**src/rtl/verinject_campaign_sequencer_pkg.sv**
```systemverilog
// Shared types and constants for the fault-injection campaign sequencer.
package verinject_campaign_sequencer_pkg;

    typedef enum logic [2:0] {
        StIdle,
        StRst,
        StRun,
        StInject,
        StObserve,
        StRecord,
        StDone
    } state_e;

    localparam logic [31:0] NO_INJECT      = 32'hFFFF_FFFF;
    localparam int unsigned DEF_TOTAL_BITS = 24584;
    localparam int unsigned DEF_CYCLE_W    = 48;

endpackage

```
**src/rtl/verinject_campaign_sequencer_if.sv**
```systemverilog
// Control/status bundle between the campaign sequencer and its driver.
interface verinject_campaign_sequencer_if #(
    parameter int unsigned CYCLE_W = 48
);
    logic               start;
    logic               abort;
    logic [CYCLE_W-1:0] inject_cycle;
    logic [15:0]        window_len;
    logic               mismatch;
    logic               dut_reset;
    logic [31:0]        verinject__injector_state;
    logic [CYCLE_W-1:0] cycle_number;
    logic [31:0]        cur_bit;
    logic [31:0]        fail_count;
    logic               golden_err;
    logic               busy;
    logic               done;

    modport master (
        output start, abort, inject_cycle, window_len, mismatch,
        input  dut_reset, verinject__injector_state, cycle_number, cur_bit, fail_count,
               golden_err, busy, done
    );

    modport slave (
        input  start, abort, inject_cycle, window_len, mismatch,
        output dut_reset, verinject__injector_state, cycle_number, cur_bit, fail_count,
               golden_err, busy, done
    );
endinterface

```
**src/rtl/verinject_campaign_sequencer_run_timer.sv**
```systemverilog
// Run-relative cycle counter, injection-point compare and observe-window down-counter.
module verinject_run_timer #(
    parameter int unsigned CYCLE_W = 48
) (
    input  logic               clock,
    input  logic               reset,
    input  logic               clr_i,
    input  logic               cnt_en_i,
    input  logic               win_load_i,
    input  logic               win_dec_i,
    input  logic [CYCLE_W-1:0] inject_cycle_i,
    input  logic [15:0]        win_len_i,
    output logic [CYCLE_W-1:0] cycle_o,
    output logic               inject_next_o,
    output logic               win_last_o
);
    logic [CYCLE_W-1:0] cycle_q, cycle_d;
    logic [15:0]        win_cnt_q, win_cnt_d;

    always_comb begin
        cycle_d = cycle_q;
        if (clr_i) begin
            cycle_d = '0;
        end else if (cnt_en_i) begin
            cycle_d = cycle_q + CYCLE_W'(1);
        end

        win_cnt_d = win_cnt_q;
        if (win_load_i) begin
            win_cnt_d = win_len_i;
        end else if (win_dec_i) begin
            win_cnt_d = win_cnt_q - 16'd1;
        end
    end

    always_ff @(posedge clock) begin
        if (reset) begin
            cycle_q   <= '0;
            win_cnt_q <= '0;
        end else begin
            cycle_q   <= cycle_d;
            win_cnt_q <= win_cnt_d;
        end
    end

    // Looks one cycle ahead so INJECT is entered showing cycle == inject_cycle.
    assign inject_next_o = ((cycle_q + CYCLE_W'(1)) == inject_cycle_i);
    assign win_last_o    = (win_cnt_q == 16'd1);
    assign cycle_o       = cycle_q;
endmodule

```
**src/rtl/verinject_campaign_sequencer.sv**
```systemverilog
// Walks every injectable bit: reset target, run to the flip cycle, flip, observe, record.
module verinject_campaign_sequencer
    import verinject_campaign_sequencer_pkg::*;
#(
    parameter int unsigned TOTAL_BITS = DEF_TOTAL_BITS,
    parameter int unsigned CYCLE_W    = DEF_CYCLE_W,
    parameter int unsigned RST_CYCLES = 4
) (
    input logic                          clock,
    input logic                          reset,
    verinject_campaign_sequencer_if.slave bus
);
    state_e             state_q, state_d;
    logic [31:0]        cur_bit_q, cur_bit_d;
    logic [31:0]        fail_q, fail_d;
    logic               gerr_q, gerr_d;
    logic               hit_q, hit_d;
    logic [CYCLE_W-1:0] inj_cyc_q, inj_cyc_d;
    logic [15:0]        win_len_q, win_len_d;
    logic [31:0]        rst_cnt_q, rst_cnt_d;
    logic               inject_next, win_last;

    always_comb begin
        state_d   = state_q;
        cur_bit_d = cur_bit_q;
        fail_d    = fail_q;
        gerr_d    = gerr_q;
        hit_d     = hit_q;
        inj_cyc_d = inj_cyc_q;
        win_len_d = win_len_q;
        rst_cnt_d = '0;

        if (bus.abort) begin
            state_d = StIdle;
        end else begin
            unique case (state_q)
                StIdle, StDone: begin
                    if (bus.start) begin
                        inj_cyc_d = bus.inject_cycle;
                        win_len_d = (bus.window_len == 16'd0) ? 16'd1 : bus.window_len;
                        cur_bit_d = '0;
                        fail_d    = '0;
                        gerr_d    = 1'b0;
                        hit_d     = 1'b0;
                        state_d   = StRst;
                    end
                end
                StRst: begin
                    if (bus.mismatch) gerr_d = 1'b1;
                    if (rst_cnt_q == 32'(RST_CYCLES - 1)) begin
                        state_d = (inj_cyc_q == '0) ? StInject : StRun;
                    end else begin
                        rst_cnt_d = rst_cnt_q + 32'd1;
                    end
                end
                StRun: begin
                    if (bus.mismatch) gerr_d = 1'b1;
                    if (inject_next) state_d = StInject;
                end
                StInject: begin
                    if (bus.mismatch) hit_d = 1'b1;
                    state_d = StObserve;
                end
                StObserve: begin
                    if (bus.mismatch) hit_d = 1'b1;
                    if (win_last) state_d = StRecord;
                end
                StRecord: begin
                    if (hit_q && (fail_q != 32'hFFFF_FFFF)) fail_d = fail_q + 32'd1;
                    hit_d = 1'b0;
                    if (cur_bit_q == 32'(TOTAL_BITS - 1)) begin
                        state_d = StDone;
                    end else begin
                        cur_bit_d = cur_bit_q + 32'd1;
                        state_d   = StRst;
                    end
                end
                default: state_d = StIdle;
            endcase
        end
    end

    always_ff @(posedge clock) begin
        if (reset) begin
            state_q   <= StIdle;
            cur_bit_q <= '0;
            fail_q    <= '0;
            gerr_q    <= 1'b0;
            hit_q     <= 1'b0;
            inj_cyc_q <= '0;
            win_len_q <= 16'd1;
            rst_cnt_q <= '0;
        end else begin
            state_q   <= state_d;
            cur_bit_q <= cur_bit_d;
            fail_q    <= fail_d;
            gerr_q    <= gerr_d;
            hit_q     <= hit_d;
            inj_cyc_q <= inj_cyc_d;
            win_len_q <= win_len_d;
            rst_cnt_q <= rst_cnt_d;
        end
    end

    verinject_run_timer #(
        .CYCLE_W(CYCLE_W)
    ) u_run_timer (
        .clock         (clock),
        .reset         (reset),
        .clr_i         (state_q == StRst),
        .cnt_en_i      (!bus.abort && (state_q inside {StRun, StInject, StObserve})),
        .win_load_i    (state_q == StInject),
        .win_dec_i     (state_q == StObserve),
        .inject_cycle_i(inj_cyc_q),
        .win_len_i     (win_len_q),
        .cycle_o       (bus.cycle_number),
        .inject_next_o (inject_next),
        .win_last_o    (win_last)
    );

    assign bus.dut_reset                 = (state_q == StRst);
    assign bus.verinject__injector_state = (state_q == StInject) ? cur_bit_q : NO_INJECT;
    assign bus.cur_bit                   = cur_bit_q;
    assign bus.fail_count                = fail_q;
    assign bus.golden_err                = gerr_q;
    assign bus.busy                      = (state_q != StIdle) && (state_q != StDone);
    assign bus.done                      = (state_q == StDone);
endmodule
```
**src/flat_wrapper.sv**
```systemverilog
// flat-port wrapper written by rule: the top's interface ports become plain ports
module verinject_campaign_sequencer_flat import verinject_campaign_sequencer_pkg::*;
#(
    parameter int unsigned TOTAL_BITS = DEF_TOTAL_BITS,
    parameter int unsigned CYCLE_W    = DEF_CYCLE_W,
    parameter int unsigned RST_CYCLES = 4
)
  (clock, reset, bus_start, bus_abort, bus_inject_cycle, bus_window_len, bus_mismatch, bus_dut_reset, bus_verinject__injector_state, bus_cycle_number, bus_cur_bit, bus_fail_count, bus_golden_err, bus_busy, bus_done);
  verinject_campaign_sequencer_if #(.CYCLE_W(CYCLE_W)) bus_i ();
  input logic clock;
  input logic reset;
  input wire logic [$bits(bus_i.start)-1:0] bus_start;
  input wire logic [$bits(bus_i.abort)-1:0] bus_abort;
  input wire logic [$bits(bus_i.inject_cycle)-1:0] bus_inject_cycle;
  input wire logic [$bits(bus_i.window_len)-1:0] bus_window_len;
  input wire logic [$bits(bus_i.mismatch)-1:0] bus_mismatch;
  output wire logic [$bits(bus_i.dut_reset)-1:0] bus_dut_reset;
  output wire logic [$bits(bus_i.verinject__injector_state)-1:0] bus_verinject__injector_state;
  output wire logic [$bits(bus_i.cycle_number)-1:0] bus_cycle_number;
  output wire logic [$bits(bus_i.cur_bit)-1:0] bus_cur_bit;
  output wire logic [$bits(bus_i.fail_count)-1:0] bus_fail_count;
  output wire logic [$bits(bus_i.golden_err)-1:0] bus_golden_err;
  output wire logic [$bits(bus_i.busy)-1:0] bus_busy;
  output wire logic [$bits(bus_i.done)-1:0] bus_done;
  assign bus_i.start = bus_start;
  assign bus_i.abort = bus_abort;
  assign bus_i.inject_cycle = bus_inject_cycle;
  assign bus_i.window_len = bus_window_len;
  assign bus_i.mismatch = bus_mismatch;
  assign bus_dut_reset = bus_i.dut_reset;
  assign bus_verinject__injector_state = bus_i.verinject__injector_state;
  assign bus_cycle_number = bus_i.cycle_number;
  assign bus_cur_bit = bus_i.cur_bit;
  assign bus_fail_count = bus_i.fail_count;
  assign bus_golden_err = bus_i.golden_err;
  assign bus_busy = bus_i.busy;
  assign bus_done = bus_i.done;
  verinject_campaign_sequencer #(.TOTAL_BITS(TOTAL_BITS), .CYCLE_W(CYCLE_W), .RST_CYCLES(RST_CYCLES)) u_core (.clock(clock), .reset(reset), .bus(bus_i));
endmodule
```
**config.mk**
```make
export PLATFORM = sky130hd
export DESIGN_NAME = verinject_campaign_sequencer_flat
export DESIGN_NICKNAME = d
export VERILOG_FILES = /design/src/rtl/verinject_campaign_sequencer_pkg.sv /design/src/rtl/verinject_campaign_sequencer_if.sv /design/src/rtl/verinject_campaign_sequencer_run_timer.sv /design/src/rtl/verinject_campaign_sequencer.sv /design/src/flat_wrapper.sv
export SDC_FILE = /design/constraint.sdc
export NUM_CORES = 1
export LEC_CHECK = 0
export ABC_AREA = 1
export ABC_CLOCK_PERIOD_IN_PS = 4350
export CAP_MARGIN = 20
export CORE_ASPECT_RATIO = 1.5
export CORE_MARGIN = 1.5
export CORE_UTILIZATION = 30
export CTS_CLUSTER_SIZE = 8
export DETAILED_ROUTE_END_ITERATION = 16
export GPL_ROUTABILITY_DRIVEN = 0
export PLACE_DENSITY = 0.5
export SLEW_MARGIN = 25
export SYNTH_ARGS = -nofsm -noshare
export SYNTH_HDL_FRONTEND = slang
export SYNTH_SLANG_ARGS = --single-unit
```
**constraint.sdc**
```tcl
create_clock -name clock -period 4.35 [get_ports clock]
set_clock_uncertainty 0.15 [all_clocks]
set_input_delay 0.87 -clock clock [delete_from_list [all_inputs] [get_ports clock]]
set_output_delay 0.87 -clock clock [all_outputs]
set_load 0.02 [all_outputs]
```
## After elaboration in Yosys (flattened, before gate mapping)

Index checks and enable logic that the tools add are counted.

| operators by class | value |
|---|---|
| add/sub/neg operators | 5 |
| eq/ne operators | 20 |
| muxes and demuxes | 20 |
| bitwise operators | 2 |
| reductions and logical operators | 25 |

Operators by type and width:

| cell | number |
|---|---|
| 32-bit two-way mux | 4 |
| 32-bit one-hot mux with 2 select lines | 2 |
| 32-bit by 1-bit adder with 32-bit output (second input constant) | 3 |
| 48-bit by 1-bit adder with 48-bit output (second input constant) | 1 |
| 48-bit equality test | 1 |
| 48-bit zero test | 1 |
| 16-bit two-way mux | 3 |
| 32-bit by 15-bit equality test with 1-bit output (second input constant) | 1 |
| 32-bit by 2-bit equality test with 1-bit output (second input constant) | 1 |
| 32-bit != test (second input constant) | 1 |
| 4-bit AND reduction | 5 |
| 3-bit one-hot mux with 6 select lines | 1 |
| 16-bit by 1-bit equality test with 1-bit output (second input constant) | 1 |
| 16-bit zero test | 1 |
| 16-bit by 1-bit subtractor with 16-bit output (second input constant) | 1 |
| 3-bit two-way mux | 5 |
| 2-bit by 1-bit != test with 1-bit output (second input constant) | 6 |
| 2-bit OR reduction | 5 |
| 3-bit equality test (second input constant) | 3 |
| 3-bit nonzero test | 3 |
| 3-bit by 2-bit equality test with 1-bit output (second input constant) | 2 |
| 2-bit nonzero test | 3 |
| 2-bit != test (second input constant) | 2 |
| 4-bit OR reduction | 1 |
| other kinds (10) | 15 |

| word-level totals | value |
|---|---|
| register bits | 229 |
| bits of input ports | 69 |
| output and inout port bits | 148 |
| word-level logic and storage cells | 82 |

## Logic depth before layout (Yosys ltp)

| depth | value |
|---|---|
| depth after elaboration | 4 |
| gate-level depth with buffers | 18 |
| gate-level depth less buffers | 18 |

## Modules after synthesis

From an unflattened synthesis, not the netlist that was laid out.

| second synthesis, totals | value |
|---|---|
| cell total of the unflattened synthesis | 2494 |
| area, all modules | 14649.0 um^2 |

Modules (own cells, without submodules):

| module | instances | cells each | area an instance (um^2) | sequential area each (um^2) |
|---|---|---|---|---|
| verinject_campaign_sequencer | 1 | 1536 | 9233.9 | 3303.2 |
| verinject_run_timer | 1 | 958 | 5415.2 | 1281.2 |

## Worst setup path after synthesis

No wires, ideal clock.

| path | value |
|---|---|
| kind | reg2out |
| from | reg u_core.state_q[1] |
| to | out bus_verinject__injector_state[18] |
| data arrival time | 1.651 ns |
| data required time | 3.330 ns |
| setup slack | 1.679 ns |
| cell stages (with the launch flop) | 8 |
| path buffers | 2 |
| cells stage by stage | dfxtp_1 -> inv_1 -> nor2_1 -> inv_1 -> nor2_1 -> clkbuf_1 -> buf_1 -> nand2_1 |

| between the ends | value |
|---|---|
| cells in the longest elaborated chain, start to end | 2 |

Ends and longest elaborated chain:

| what | RTL line | source |
|---|---|---|
| start, declared | verinject_campaign_sequencer.sv:13 | `state_e state_q, state_d;` |
| start signal, assigned | verinject_campaign_sequencer.sv:85 | `state_q <= StIdle;` |
| start signal, assigned | verinject_campaign_sequencer.sv:94 | `state_q <= state_d;` |
| 3-bit by 2-bit equality test with 1-bit output | verinject_campaign_sequencer.sv:122 | `assign bus.verinject__injector_state = (state_q == StInject) ? cur_bit_q : NO_INJECT;` |
| 32-bit two-way mux | verinject_campaign_sequencer.sv:122 |  |
| end, declared | flat_wrapper.sv:18 | `output wire logic [$bits(bus_i.verinject__injector_state)-1:0] bus_verinject__injector_state;` |

Every way passes these cells.

## Worst setup path in the final report

| path | value |
|---|---|
| from | reg u_core.state_q[1] |
| to | out bus_verinject__injector_state[6] |

The elaborated chain is that of the path after synthesis.

==> results_dict.tcl <==
set metrics [dict create \
    tightest_slew_ps 1030 \
    synth_cell_types 53 \
    r2r_start "u_core.u_run_timer.cycle_o[12]" \
    syn_nets 2177 \
    crit_cells 7 \
    fin_cells 2881 \
    synth_ff_type "dfxtp_1" \
    routed_wl_um 49200 \
    place_inst 2840 \
    postCtsSetupRepairBufs 0 \
    fin_crit_sh_pct 82.7 \
    power_switching_mw 2.10 \
    status "finished clean" \
    synth_top_family_by_area "simple AND/OR/NAND/NOR gates" \
    drc 0 \
    clock_sinks 229 \
    maxCapViolations 0 \
    worstPathCellList "inv_1, nor2_1, inv_1, nor2_2, inv_1, or2_2, clkdlybuf4s50_1" \
    ys.warnings.count 0 \
    synth.most_common_cell "nand2_1" \
    place.port_buffers 216 \
    cp_num_buf_inv 4 \
    synth_xor_area_share_pct 3.53 \
    cpMaxStageDelayCell "clkdlybuf4s50_1" \
    multi_input_area_um2 7660 \
    hold_viol 0 \
    synth_enable_flop_cells 0 \
    syn_area_um2 13500 \
    grt_pass1_wl_um 77300 \
    seq_area_frac_synth_pct 34.0 \
    antenna_found_initial 6 \
    avgSynthCellArea_um2 6.42 \
    synthAdderAreaFrac_pct 0.743 \
    grt_setup_unrepaired "no" \
    post-route-min-period_ps 3600 \
    cp.arrival_ps 2580 \
    reg2reg_slack_ps 1150 \
    slowest_delay_ps 550 \
    antenna_left 0 \
    synth_compound_area_share_pct 14.4 \
    worstHoldStart "u_core.rst_cnt_q[0]" \
    crit_type "flop to output port" \
    r2r_cells 17 \
    clk_pin_slew_worst_paths_ps 50 \
    die_y_um 263 \
    n_fill_cell 4803 \
    hold_class "flop to flop" \
    finalInstanceArea_um2 17100 \
    holdWs_ps 302 \
    p_sw_share_pct 32.6 \
    drtPass1Iterations 7 \
    htreeDepth 2 \
    design.die.area_um2 46200 \
    post_drt_wl_per_cell_um 17.1 \
    seq_area_um2 4580 \
    fmax_mhz 278 \
    combPwrFrac_pct 23.3 \
    peakVddDrop_uv 206 \
    post-route-util_pct 38.9 \
    syn_inst 2100 \
    placed_area_um2 16200 \
    io_pins 217 \
    seqPwrFrac_pct 38.6 \
    cell_internal_pwr_mw 4.33 \
    drive_gt1_share_pct 5.77 \
    floorplan.initialDensity_pct 30.5 \
    vias 14400 \
    synth.area.top_cells "dfxtp_1, nand2_1, inv_1" \
    cts_tree "yes" \
    die_x_um 176 \
    pwr-share-clk_pct 38.1 \
    synth-seq-cells 229 \
    cp-end-kind "output port" \
    worstSkewPairLatency_ps 520 \
    crit_path_end "bus_verinject__injector_state[6]" \
    synthArstFlopShare_pct 0 \
    grt.total_usage_pct 21.0 \
    netlist.area_leader.share_pct 34.0 \
    required_ps 3330 \
    synthSimpleGateAreaFrac_pct 38.1 \
    static-leakage-power_nw 6.17 \
    overflow 0 \
    synth.area.mux_share_pct 0 \
    yosys.area.top_type "dfxtp_1" \
    finalSetupViolCount 0 \
    drv_slew 0 \
    drt-initial-drc-count 810 \
    timing.rr.end "u_core.state_q[0]" \
    routed_via_density 5.01 \
    syn2layout_area_growth_pct 27.2 \
    fin_nets 2377 \
    cts_buffers 34 \
    netlist_top_cells_count "nand2_1, inv_1, dfxtp_1" \
    cts-resized-gates 0 \
    crit_path_start "u_core.state_q[1]" \
    row_count 94 \
    crit_family "buffers and inverters" \
    setup_tns_ps 0 \
    path_max_fanout 13 \
    hold_buffers 0 \
    cpMostUsedCell "inv_1" \
    relSlewSlack_pct 31.6 \
    grt_max_degree 70 \
    first_global_vias 14300 \
    clock-root-buffer "clkbuf_16" \
    start_kind "flop" \
    hpwl_um 37100 \
    cts_buffer_depth 3 \
    core_area_um2 44100 \
    power_density_nw_per_um2 375 \
]
==> worst min path at each step <==
stage	end	depth (start not counted)
after floorplan	u_core.rst_cnt_q[0]	1
after global placement	u_core.rst_cnt_q[0]	1
after detailed placement	u_core.rst_cnt_q[0]	1
after CTS	u_core.rst_cnt_q[0]	1
after global routing	u_core.rst_cnt_q[0]	1
final	u_core.rst_cnt_q[0]	1
==> cells by family after synthesis <==
kind of cell	after synthesis
xor gates and xnor gates	51
adders and majority gates	8
AOI/OAI and AO/OA	353
and+or+nand+nor	1135
DFF	229
buffers and inverters	324
==> worst reg2reg max path: stages (launching register included) <==
cell and delay, ps:
dfxtp_1 490, nand2_1 150, nor2_1 300, nand2_2 160
nor2_4 380, nand2_1 160, nand2_1 110, nand2_1 70
nand2_1 60, nand2_1 50, nor2_1 120, nand2_1 100
nor2_2 140, nand3_2 140, o21ai_4 270, nand3_1 110
nand2_1 100, nor2_1 40
==> state kept, by name (all words and copies together) (netlist names) <==
register / count
u_core.u_run_timer.cycle_o: 48
u_core.bus.cur_bit: 32
u_core.u_run_timer.win_cnt_q: 16
u_core.win_len_q: 16
u_core.bus.fail_count: 32
u_core.inj_cyc_q: 48
u_core.state_q: 3
u_core.rst_cnt_q: 32
u_core.hit_q: 1
u_core.bus.golden_err: 1
==> layout make-up <==
type | count | share of cell area [%]
Clock buffer | 40 | 5.47
Timing Repair Buffer | 231 | 13.2
Multi-Input combinational cell | 1547 | 44.7
Sequential cell | 229 | 26.8
Inverter | 257 | 5.64
Tap cell | 576 | 4.21
Antenna cell | 1 | 0.0146
==> per-layer routing <==
layer  wire length (um)  track usage (%)  vias to the layer above
li1                   -                -                     7304
met1              19300             22.7                     6657
met2              25700             39.7                      364
met3               2860             4.63                       86
met4               1280             6.84                       10
met5                 65                0                        -
==> power by group through the flow <==
stage | sequential, mW | combinational, mW | clock, mW
2_1_floorplan | 2.52 | 0.931 | 0
3_3_place_gp | 2.52 | 1.48 | 0
3_5_place_dp | 2.52 | 1.50 | 0
4_1_cts | 2.48 | 1.51 | 2.53
5_1_grt | 2.50 | 1.68 | 2.62
6_report | 2.48 | 1.50 | 2.45
==> through the flow <==
step | setup WS (ps) | total power, mW
after floorplan | 1680 | 3.45
after global placement | 1010 | 4.00
after detailed placement | 941 | 4.02
after CTS | 729 | 6.52
after global routing | 616 | 6.80
final | 753 | 6.43
==> placed cells by master, fill, tap and decap left out, types with 9 or more instances in the layout <==
cell | netlist | layout
nor3_1 | 72 | 72
nand2_1 | 512 | 512
clkbuf_16 | 0 | 37
xor2_1 | 37 | 37
o21ai_0 | 121 | 121
o211ai_1 | 21 | 21
inv_1 | 251 | 250
nand3_1 | 158 | 158
a31oi_1 | 18 | 18
nor2_1 | 222 | 221
nor2_4 | 11 | 11
dfxtp_1 | 229 | 229
nand2_2 | 13 | 13
buf_4 | 1 | 15
or2_2 | 9 | 9
nor2_2 | 22 | 23
nand4_1 | 49 | 49
a21oi_1 | 159 | 159
nor4_1 | 31 | 31
a211oi_1 | 11 | 11
clkdlybuf4s50_1 | 0 | 215
xnor2_1 | 12 | 12
(Power assumes the default switching activity.)
